==> config.mk <==
export PLATFORM = sky130hd
export DESIGN_NAME = instruction_fetch
export DESIGN_NICKNAME = d
export VERILOG_FILES = /design/src/rtl/riscv_pkg.sv /design/src/rtl/fetch_fifo.sv /design/src/rtl/instruction_fetch.sv
export SDC_FILE = /design/constraint.sdc
export NUM_CORES = 1
export LEC_CHECK = 0
export ABC_AREA = 1
export BUFFER_PORTS_ARGS = -buffer_cell sky130_fd_sc_hd__buf_2
export CAP_MARGIN = 40
export CORE_MARGIN = 4
export CORE_UTILIZATION = 49
export DETAILED_ROUTE_END_ITERATION = 10
export GPL_TIMING_DRIVEN = 0
export PLACE_DENSITY = 0.77
export SETUP_SLACK_MARGIN = 0.1
export SLEW_MARGIN = 20
export SYNTH_ARGS = -nofsm -noshare
export SYNTH_HDL_FRONTEND = slang
export SYNTH_SLANG_ARGS = --single-unit
==> constraint.sdc <==
create_clock -name clk -period 3.66 [get_ports clk]
set_clock_uncertainty 0.1 [all_clocks]
set_input_delay 0.183 -clock clk [delete_from_list [all_inputs] [get_ports clk]]
set_output_delay 0.183 -clock clk [all_outputs]
set_load 0.05 [all_outputs]
==> src/rtl/riscv_pkg.sv <==
// Shared RISC-V core definitions: instruction geometry plus the fetch-stage state and entry types.
package riscv_pkg;

    localparam int DEFAULT_XLEN      = 32;
    localparam int INSTRUCTION_WIDTH = 32;
    localparam int INSTRUCTION_BYTES = INSTRUCTION_WIDTH / 8;

    typedef enum logic [1:0] {
        IDLE,
        RUN,
        FAULT
    } fetch_state_t;

    typedef struct packed {
        logic [DEFAULT_XLEN-1:0]      pc;
        logic [INSTRUCTION_WIDTH-1:0] instruction;
    } fetch_entry_t;

endpackage

==> src/rtl/fetch_fifo.sv <==
// Small prefetch FIFO with synchronous reset/flush; a push and pop in the same cycle are allowed when full.
module fetch_fifo #(
    parameter type entry_t = logic [63:0],
    parameter int  DEPTH   = 2,
    localparam int PTR_W   = (DEPTH > 1) ? $clog2(DEPTH) : 1,
    localparam int CNT_W   = $clog2(DEPTH + 1)
) (
    input  logic             clk,
    input  logic             rst,
    input  logic             flush,
    input  logic             push,
    input  logic             pop,
    input  entry_t           wdata,
    output entry_t           head,
    output logic [CNT_W-1:0] count
);

    entry_t           mem [DEPTH];
    logic [PTR_W-1:0] rd_ptr;
    logic [PTR_W-1:0] wr_ptr;

    // NOTE: storage has no reset; count alone says which slots hold valid data.
    always_ff @(posedge clk) begin
        if (push) begin
            mem[wr_ptr] <= wdata;
        end
    end

    // DEPTH is a power of two, so the pointers wrap naturally at PTR_W bits.
    always_ff @(posedge clk) begin
        if (rst || flush) begin
            rd_ptr <= '0;
            wr_ptr <= '0;
            count  <= '0;
        end else begin
            if (push) begin
                wr_ptr <= wr_ptr + PTR_W'(1);
            end
            if (pop) begin
                rd_ptr <= rd_ptr + PTR_W'(1);
            end
            count <= count + CNT_W'(push) - CNT_W'(pop);
        end
    end

    assign head = mem[rd_ptr];

endmodule

==> src/rtl/instruction_fetch.sv <==
// Instruction fetch: owns the PC, reads the async ROM, buffers words for decode, handles redirects.
// Optional misaligned-redirect trap enabled by defining FETCH_MISALIGN_TRAP_EN.
module instruction_fetch
    import riscv_pkg::*;
#(
    parameter int             XLEN       = 32,
    parameter logic [XLEN-1:0] RESET_PC  = '0,
    parameter int             FIFO_DEPTH = 2
) (
    input  logic                         clk,
    input  logic                         rst,
    output logic [XLEN-1:0]              rom_address,
    input  logic [INSTRUCTION_WIDTH-1:0] rom_instruction,
    input  logic                         redirect_valid,
    input  logic [XLEN-1:0]              redirect_pc,
    output logic                         fetch_valid,
    input  logic                         fetch_ready,
    output logic [INSTRUCTION_WIDTH-1:0] fetch_instruction,
    output logic [XLEN-1:0]              fetch_pc,
    output logic                         fetch_fault
);

    localparam int CNT_W = $clog2(FIFO_DEPTH + 1);

    // Same layout as fetch_entry_t, but sized by this instance's XLEN.
    typedef struct packed {
        logic [XLEN-1:0]              pc;
        logic [INSTRUCTION_WIDTH-1:0] instruction;
    } entry_t;

    fetch_state_t     state;
    fetch_state_t     state_next;
    logic [XLEN-1:0]  pc;
    logic [XLEN-1:0]  pc_next;
    logic             push;
    logic             pop;
    logic [CNT_W-1:0] count;
    entry_t           tail_entry;
    entry_t           head_entry;

    assign rom_address = pc;
    assign fetch_valid = (count != '0) && !redirect_valid;
    assign pop         = fetch_valid && fetch_ready;
    assign push        = (state == RUN) && !redirect_valid
                         && ((count < CNT_W'(FIFO_DEPTH)) || pop);

    assign tail_entry.pc          = pc;
    assign tail_entry.instruction = rom_instruction;

`ifdef FETCH_MISALIGN_TRAP_EN
    logic misaligned;
    assign misaligned  = (redirect_pc[1:0] != 2'b00);
    assign fetch_fault = (state == FAULT);
`else
    logic unused_redirect_low;
    assign unused_redirect_low = ^redirect_pc[1:0];
    assign fetch_fault         = 1'b0;
`endif

    // NOTE: every output of this block gets a default first, so no path can infer a latch.
    always_comb begin
        state_next = state;
        pc_next    = pc;
        if (redirect_valid) begin
`ifdef FETCH_MISALIGN_TRAP_EN
            state_next = misaligned ? FAULT : RUN;
            pc_next    = redirect_pc;
`else
            state_next = RUN;
            pc_next    = {redirect_pc[XLEN-1:2], 2'b00};
`endif
        end else begin
            if (state == IDLE) begin
                state_next = RUN;
            end
            if (push) begin
                pc_next = pc + XLEN'(INSTRUCTION_BYTES);
            end
        end
    end

    always_ff @(posedge clk) begin
        if (rst) begin
            state <= IDLE;
            pc    <= RESET_PC;
        end else begin
            state <= state_next;
            pc    <= pc_next;
        end
    end

    // A redirect flushes every in-flight fetch; it never pushes in the same cycle.
    fetch_fifo #(
        .entry_t (entry_t),
        .DEPTH   (FIFO_DEPTH)
    ) u_fifo (
        .clk   (clk),
        .rst   (rst),
        .flush (redirect_valid),
        .push  (push),
        .pop   (pop),
        .wdata (tail_entry),
        .head  (head_entry),
        .count (count)
    );

    assign fetch_instruction = head_entry.instruction;
    assign fetch_pc          = head_entry.pc;

endmodule

Yosys cells after proc, flatten, opt, wreduce, memory -nomap -nowiden
Memories as Yosys holds them, arrays and structs flattened. A register that Yosys moved wholly into a read port is not among the register bits. Index checks and enable logic that the tools add are counted.

Register bits: 37. Bits in writable memories: 128. Input port bits: 68. Output and inout port bits: 98. Word-level logic and storage cells: 33. Memories: 1.

$add $sub $neg: 5. $lt $le $gt $ge: 1. Multiplexer cells: 8. Reductions and logical operators: 12.

Memory list: u_fifo.mem (depth 2, width 64, rd ports 1, clocked after Yosys merged registers in 1, write ports 1, line fetch_fifo.sv:18) `entry_t mem [DEPTH];`.

Operators by type and width (number): 32-bit 2-to-1 mux (2); 32-bit by 3-bit adder with 32-bit output (second input constant) (1); 1-bit 2-to-1 mux (6); 2-bit nonzero test (3); 1-bit logical AND (4); 1-bit adder (second input constant) (2); 2-bit by 1-bit adder with 2-bit output (1); 2-bit logical NOT (1); 1-bit logical OR (2); 2-bit < comparator (second input constant) (1); 2-bit OR reduction (1); 2-bit by 1-bit subtractor with 2-bit output (1); 1-bit logical NOT (1).

Longest topological paths before layout
Gate-level depths: netlist of run 1.

Depth in word-level cells: 7. Depth in mapped cells: 10. Gate-level depth less buffers: 10.

Modules after synthesis
A second synthesis of run 1 with hierarchy kept.

Cell total of the unflattened synthesis: 613. Area total of the unflattened synthesis: 7502.2 um2.

Modules (own cells, without submodules): fetch_fifo (instances 1, cells an instance 229, area an instance 5141.2 um2, seq. area each 3943.8 um2); instruction_fetch (instances 1, cells an instance 384, area an instance 2361.0 um2, seq. area each 620.6 um2).

Worst setup path before layout of run 1
Ideal clock, no wire load.

Path type: register to register. Start: register u_fifo.count[1]. End: memory u_fifo.mem[1][0] (netlist name) (enable). Setup time: 484 ps. Data arrival time: 3278 ps. Setup slack: -202 ps. Cell stages (with the launch flop): 6. Path buffers: 0. Clock period less this slack: 3862 ps. Cell sequence: dfxtp_1 > inv_2 > nor2_4 > nor2_8 > nand2_2 > nor2_1.

Longest elaborated chain between the ends: 7.

Ends and longest elaborated chain: start, declared (line fetch_fifo.sv:15) `output logic [CNT_W-1:0] count`; start signal, assigned (line fetch_fifo.sv:42) `count <= count + CNT_W'(push) - CNT_W'(pop);`; 2-bit nonzero test (line instruction_fetch.sv:42) `assign fetch_valid = (count != '0) && !redirect_valid;`; 1-bit logical AND (line instruction_fetch.sv:42); 1-bit logical AND (line instruction_fetch.sv:43) `assign pop = fetch_valid && fetch_ready;`; 1-bit logical OR * (line instruction_fetch.sv:45) `&& ((count < CNT_W'(FIFO_DEPTH)) || pop);`; 1-bit logical AND * (line instruction_fetch.sv:45); 1-bit 2-to-1 mux * (line fetch_fifo.sv:24) `if (push) begin`; 1-bit 2-to-1 mux (implied by the code) * (line fetch_fifo.sv:25) `mem[wr_ptr] <= wdata;`; end, declared (line fetch_fifo.sv:18).

Mark *: on every way between the ends. The rest lies on a longest branch, timed or not.

==> impl_metrics.toml, run 1 <==
[route]
wirelength_mm = 16.9
routedWlPerCell_um = 16.4
num_vias = 5193
ant_nets = 0
first_pass_iters = 5
drc = 0
first_iter_violations = 331
via_per_inst = 5.05

[setup_path]
start_kind = "flop"
cpPeakStageDelay_ns = 0.53
path_cells = "clkbuf_1 -> buf_2 -> mux2_2 -> buf_2"
crit_cells = 4
cp_common_cell = "buf_2"
worstPathBufferInverterCount = 3
r2r_slack_ns = 1.46
crit_type = "reg -> out"
worst-path-max-fanout = 10
worstSetupEndpoint = "fetch_pc[12]"
critPathCaptureType = "output port"
ff2ff_path_depth = 8
crit-reg2reg-launch = "u_fifo.count[1]$_SDFF_PP0_"
worstPathArrival_ns = 2.23
critical_path.top_delay_family = "buffers and inverters"
worst_r2r_endpoint = "u_fifo.mem[0][52]$_DFFE_PP_"
critPathSlowestCell = "clkbuf_1"
worstPathRequired_ns = 3.38

[finish]
antenna_cells = 0
fin_cells = 1029
fin_area_sq_um = 9360
nets = 906
final_common_cell = "buf_2"
drive_gt1_share_pct = 38.4
area_growth_pct = 32.2
final_cell_mix = "buf_2, edfxtp_1, nand2_1"

[hold_path]
hold_class = "in -> reg"

[cts]
cts.sinks = 160
clk_path_buf_depth = 2
cts_root_buffer = "clkbuf_16"
cts_resized = 0
cts_tree = "yes"
cts_made_buffers = 17
htree_num_levels = 4
postCtsSetupRepairBufs = 0
clock_latency_ns = 0.42
clkTransAtPathRegs_ns = 0.06

[grt]
antenna_found_initial = 0
grt_pass1_wl_mm = 26.7
met3_usage_pct = 4.63
grt_pass1_vias = 5403
track_usage_pct = 21.0
grt.busiest_layer = "met2"
overflow = 0
met1_usage_pct = 26.3
grt_max_degree = 18
met2_usage_pct = 35.2

[placement]
dp_hpwl_mm = 12.0
place_congestion = 0.896
place_area_sq_um = 8280
dp.cells = 949
portBuffers = 156

[synth]
synth_top_area_share_pct = 52.6
synth_flop_cell = "edfxtp_1"
synth.ff_latch_count = 160
ys_seq_area_share_pct = 62.7
synth-warning-count = 0
synth_async_sr_flop_share_pct = 0
synthCells = 603
syn-cell-area_sq_um = 7080
synthTopCellsByArea = "edfxtp_1, dfxtp_1, mux2_2, nand2_1, inv_1"
postSynthAreaPerCell_sq_um = 11.7
synth_cell_type_count = 33
synth-edff-count = 124
synth_largest_area_cell = "edfxtp_1"

[timing]
slew_violations = 0
tns_ns = 0
fin_crit_sh_pct = 68.6
worst_pin_slew_ns = 0.831
rsz0062_at_grt = "no"
relSlewSlack_pct = 44.6
max_freq_mhz = 398
hold_viol = 0
final.min_clock_period_ns = 2.51
holdWs_ns = 0.0222
setup_viol = 0

[power]
leakagePower_nw = 3.70
ir_drop_uv = 276
power_density_nw_per_um2 = 472
total_power_mw = 4.42

[floorplan]
dieArea_sq_um = 16400
placeableCoreArea_sq_um = 14000
rows = 43
initial_utilization_pct = 50.4
fp.dieW_um = 128
dieHeight_um = 128
ios = 166

[flow_run]
cap_violations = 0

[status]
status = "finished, final reports clean"
-- through the flow --
| stage | util [%] | setup WS (ns) |
|---|---|---|
| after global routing | 66.7 | 1.06 |
| final | 66.7 | 1.15 |
| after floorplan | - | 0.844 |
| after global placement | 57.7 | -0.0891 |
| after detailed placement | 59.0 | 1.45 |
| after CTS | 66.7 | 1.15 |
-- power breakdown --
group | internal [mW] | switching (mW) | total, mW | leakage (nW)
clock | 1.11 | 0.686 | 1.79 | 0.290
sequential | 2.03 | 0.0506 | 2.08 | 1.44
combinational | 0.179 | 0.369 | 0.548 | 1.97
total | 3.32 | 1.11 | 4.42 | 3.70
-- layer usage --
metal | vias up | part of all wire (%)
met4 | 0 | 1.9
li1 | 2518 | -
met5 | - | 0
met2 | 192 | 50
met1 | 2460 | 42
met3 | 23 | 6.4
-- worst min path at each step --
stage | startpoint | to | slack (ns) | depth (start not counted)
3_5_place_dp | rom_instruction[20] | u_fifo.mem[0][20]$_DFFE_PP_ | 0.28 | 1
2_1_floorplan | rom_instruction[0] | u_fifo.mem[0][0]$_DFFE_PP_ | 0.18 | 0
4_1_cts | redirect_pc[13] | rom_address[13]$_SDFFE_PP0P_ | 0.005 | 5
3_3_place_gp | rom_instruction[31] | u_fifo.mem[1][31]$_DFFE_PP_ | 0.27 | 1
5_1_grt | redirect_pc[28] | rom_address[28]$_SDFFE_PP0P_ | 0.03 | 5
6_report | redirect_pc[9] | rom_address[9]$_SDFFE_PP0P_ | 0.02 | 3
-- synth_stat cells, types with 9 or more instances --
cell type and count:
nor2_4 9, mux2_2 62, nor2_1 32, buf_2 9, nand2_1 120, a21oi_2 14
o21ai_0 14, nand3_1 40, a21oi_1 12, dfxtp_1 36, o21ai_2 14, inv_1 59
edfxtp_1 124
-- state kept, by name, summed over array words and instances, names as in the netlist, named ones only --
| signal | cells |
|---|---|
| u_fifo.mem | 124 |
| u_fifo.rd_ptr | 1 |
| u_fifo.wr_ptr | 1 |
| state | 1 |
| rom_address | 30 |
| u_fifo.count | 2 |
-- worst register-to-register path, cell delays in order (launching register included) --
cell and delay, ns:
dfxtp_1 0.33, inv_2 0.08, nor2_4 0.05, nor2_8 0.14, nand2_2 0.14, nor2_4 0.47
buf_16 0.24, buf_16 0.18, buf_16 0.17
-- layout make-up --
class / instances / area [sq um]
Multi-Input combinational cell: 360 / 2280
Buffer: 24 / 150
Sequential cell: 160 / 4440
Timing Repair Buffer: 210 / 1430
Clock inverter: 10 / 133
Fill cell: 1063 / 4680
Tap cell: 180 / 225
Clock buffer: 22 / 464
Inverter: 63 / 236
-- what timing repair did --
| item | 4_1_cts | 5_1_grt |
|---|---|---|
| hold buffers | 48 | 0 |
| endpoints found under the hold margin | 77 | 0 |
| setup endpoints to repair | 0 | 0 |
-- cell families after synthesis --
group	Yosys count	synth area share (%)
other	1	0.0529
AO/OA/AOI/OAI	66	6.31
flip-flops	160	62.7
XOR/XNOR	6	0.742
AND/OR/NAND/NOR	219	14.5
buffers and inverters	87	5.46
adder cells (fa/ha/maj)	2	0.353
multiplexers	62	9.86
(Power assumes the default switching activity.)
==> run 2, diff against run 1 <==
Clock period 3.66 ns to 2.25 ns, I/O delays scaled along.
==> impl_metrics.toml, run 2 (synthesis gave the netlist of run 1 again) <==
[route]
num_vias = 5310
first_pass_iters = 5
wirelength_mm = 17.1
ant_nets = 0
via_per_inst = 5.07
first_iter_violations = 391
drc = 0
routedWlPerCell_um = 16.3

[timing]
finalWorstSetupSlack_ns = 0.192
hold_viol = 0
relSlewSlack_pct = 48.1
tns_ns = 0
fin_crit_sh_pct = 91.5
final.min_clock_period_ns = 2.06
max_freq_mhz = 486
setup_viol = 0
holdWs_ns = 0.0752
worst_pin_slew_ns = 0.779
rsz0062_at_grt = "no"
slew_violations = 0

[cts]
cts.sinks = 160
cts_tree = "yes"
cts_root_buffer = "clkbuf_16"
clock_latency_ns = 0.42
cts_made_buffers = 17
clk_path_buf_depth = 2
postCtsSetupRepairBufs = 0
htree_num_levels = 4
clkTransAtPathRegs_ns = 0.06

[setup_path]
cpPeakStageDelay_ns = 0.50
ff2ff_path_depth = 10
path_cells = "buf_2 -> mux2_2 -> buf_2"
worstPathRequired_ns = 2.04
worst_r2r_endpoint = "rom_address[5]$_SDFFE_PP0P_"
crit-reg2reg-launch = "u_fifo.count[1]$_SDFF_PP0_"
worst-path-max-fanout = 10
critPathSlowestCell = "dfxtp_2"
start_kind = "flop"
critPathCaptureType = "output port"
worstPathArrival_ns = 1.85
crit_type = "reg -> out"
r2r_slack_ns = 0.20
cp_common_cell = "buf_2"

[hold_path]
worstHoldStart = "redirect_valid"
hold_class = "in -> reg"
hold_end = "rom_address[12]$_SDFFE_PP0P_"
worstHoldPathCells = 4

[finish]
drive_gt1_share_pct = 38.1
nets = 924
final_cell_mix = "buf_2, edfxtp_1, nand2_1"
area_growth_pct = 34.6
largest_reg_flops = 124
antenna_cells = 0
regMostFlops = "u_fifo.mem"
finish.utilization_pct = 67.9
final_common_cell = "buf_2"

[placement]
portBuffers = 156
place_congestion = 0.940
dp_hpwl_mm = 11.7
dp_slack_ns = -0.0186

[floorplan]
rows = 43
placeableCoreArea_sq_um = 14000
dieArea_sq_um = 16400
ios = 166
dieHeight_um = 128
initial_utilization_pct = 50.4
fp.dieW_um = 128

[power]
ir_drop_uv = 487
total_power_mw = 7.29
power_density_nw_per_um2 = 765
leakagePower_nw = 3.77

[grt]
track_usage_pct = 21.1
grt_pass1_vias = 5384
overflow = 0
grt_max_degree = 24
grt_pass1_wl_mm = 27.0
antenna_found_initial = 0

[flow_run]
cap_violations = 0

[status]
status = "finished, final reports clean"
[run 2: cell count changes in the layout (fill, tap and decap cells not counted), moves of 2 or more]
cell           before  now
buf_16              6    4
clkbuf_1            9    6
clkbuf_8            2    0
clkinv_4            0    2
dlygate4sd3_1      48   67
nor2_2              3    5
[run 2: layout make-up]
cell class	instances	area (sq um)
clock inverter	14	188
buffer	23	146
fill	1035	4510
clock buffer	18	429
tap	180	225
timing repair buffer	227	1560
inverter	63	236
sequential	160	4450
multi-input combinational	362	2300
[run 2: worst max-delay path by stage]
stage	slack [ns]	depth (start not counted)	endpoint	startpoint
final	0.19	3	fetch_pc[11]	flop
after CTS	0.14	7	u_fifo.mem[0][4]$_DFFE_PP_	u_fifo.count[1]$_SDFF_PP0_
after detailed placement	-0.02	7	u_fifo.mem[1][20]$_DFFE_PP_	u_fifo.count[1]$_SDFF_PP0_
after floorplan	0.11	5	u_fifo.mem[1][0]$_DFFE_PP_	u_fifo.count[1]$_SDFF_PP0_
after global placement	-0.44	5	u_fifo.mem[1][25]$_DFFE_PP_	u_fifo.count[1]$_SDFF_PP0_
after global routing	0.11	3	fetch_pc[18]	flop
[run 2: critical path: cells and delay by family, from the launching register on]
family                 cells  cell delay, ns
DFF                        1            0.50
buffers and inverters      2            0.55
muxes                      1            0.38
[run 2: repair_timing]
action,CTS,global route
setup endpoints to repair,106,26
gates cloned,2,0
endpoints found under the hold margin,98,0
hold buffers,67,0
resized for setup,1,1
pin swaps,2,0
[run 2: metal layers]
layer	GRT usage [%]	share of wire, %
met1	26.5	42
met4	6.05	1.4
met3	4.67	6.6
met5	0	0
met2	36.7	50
[run 2: metrics by stage]
step | instances | cell area, sq um
floorplan | 607 | 7120
global placement | 943 | 8120
detailed placement | 947 | 8230
CTS | 1047 | 9530
global route | 1047 | 9540
finish | 1047 | 9540
[run 2: report_power, final]
part           switching (mW)  leakage, nW  total, mW  internal (mW)
sequential             0.0828         1.44       3.38           3.30
clock                    1.14        0.301       3.00           1.86
combinational           0.605         2.03      0.912          0.307
total                    1.83         3.77       7.29           5.47
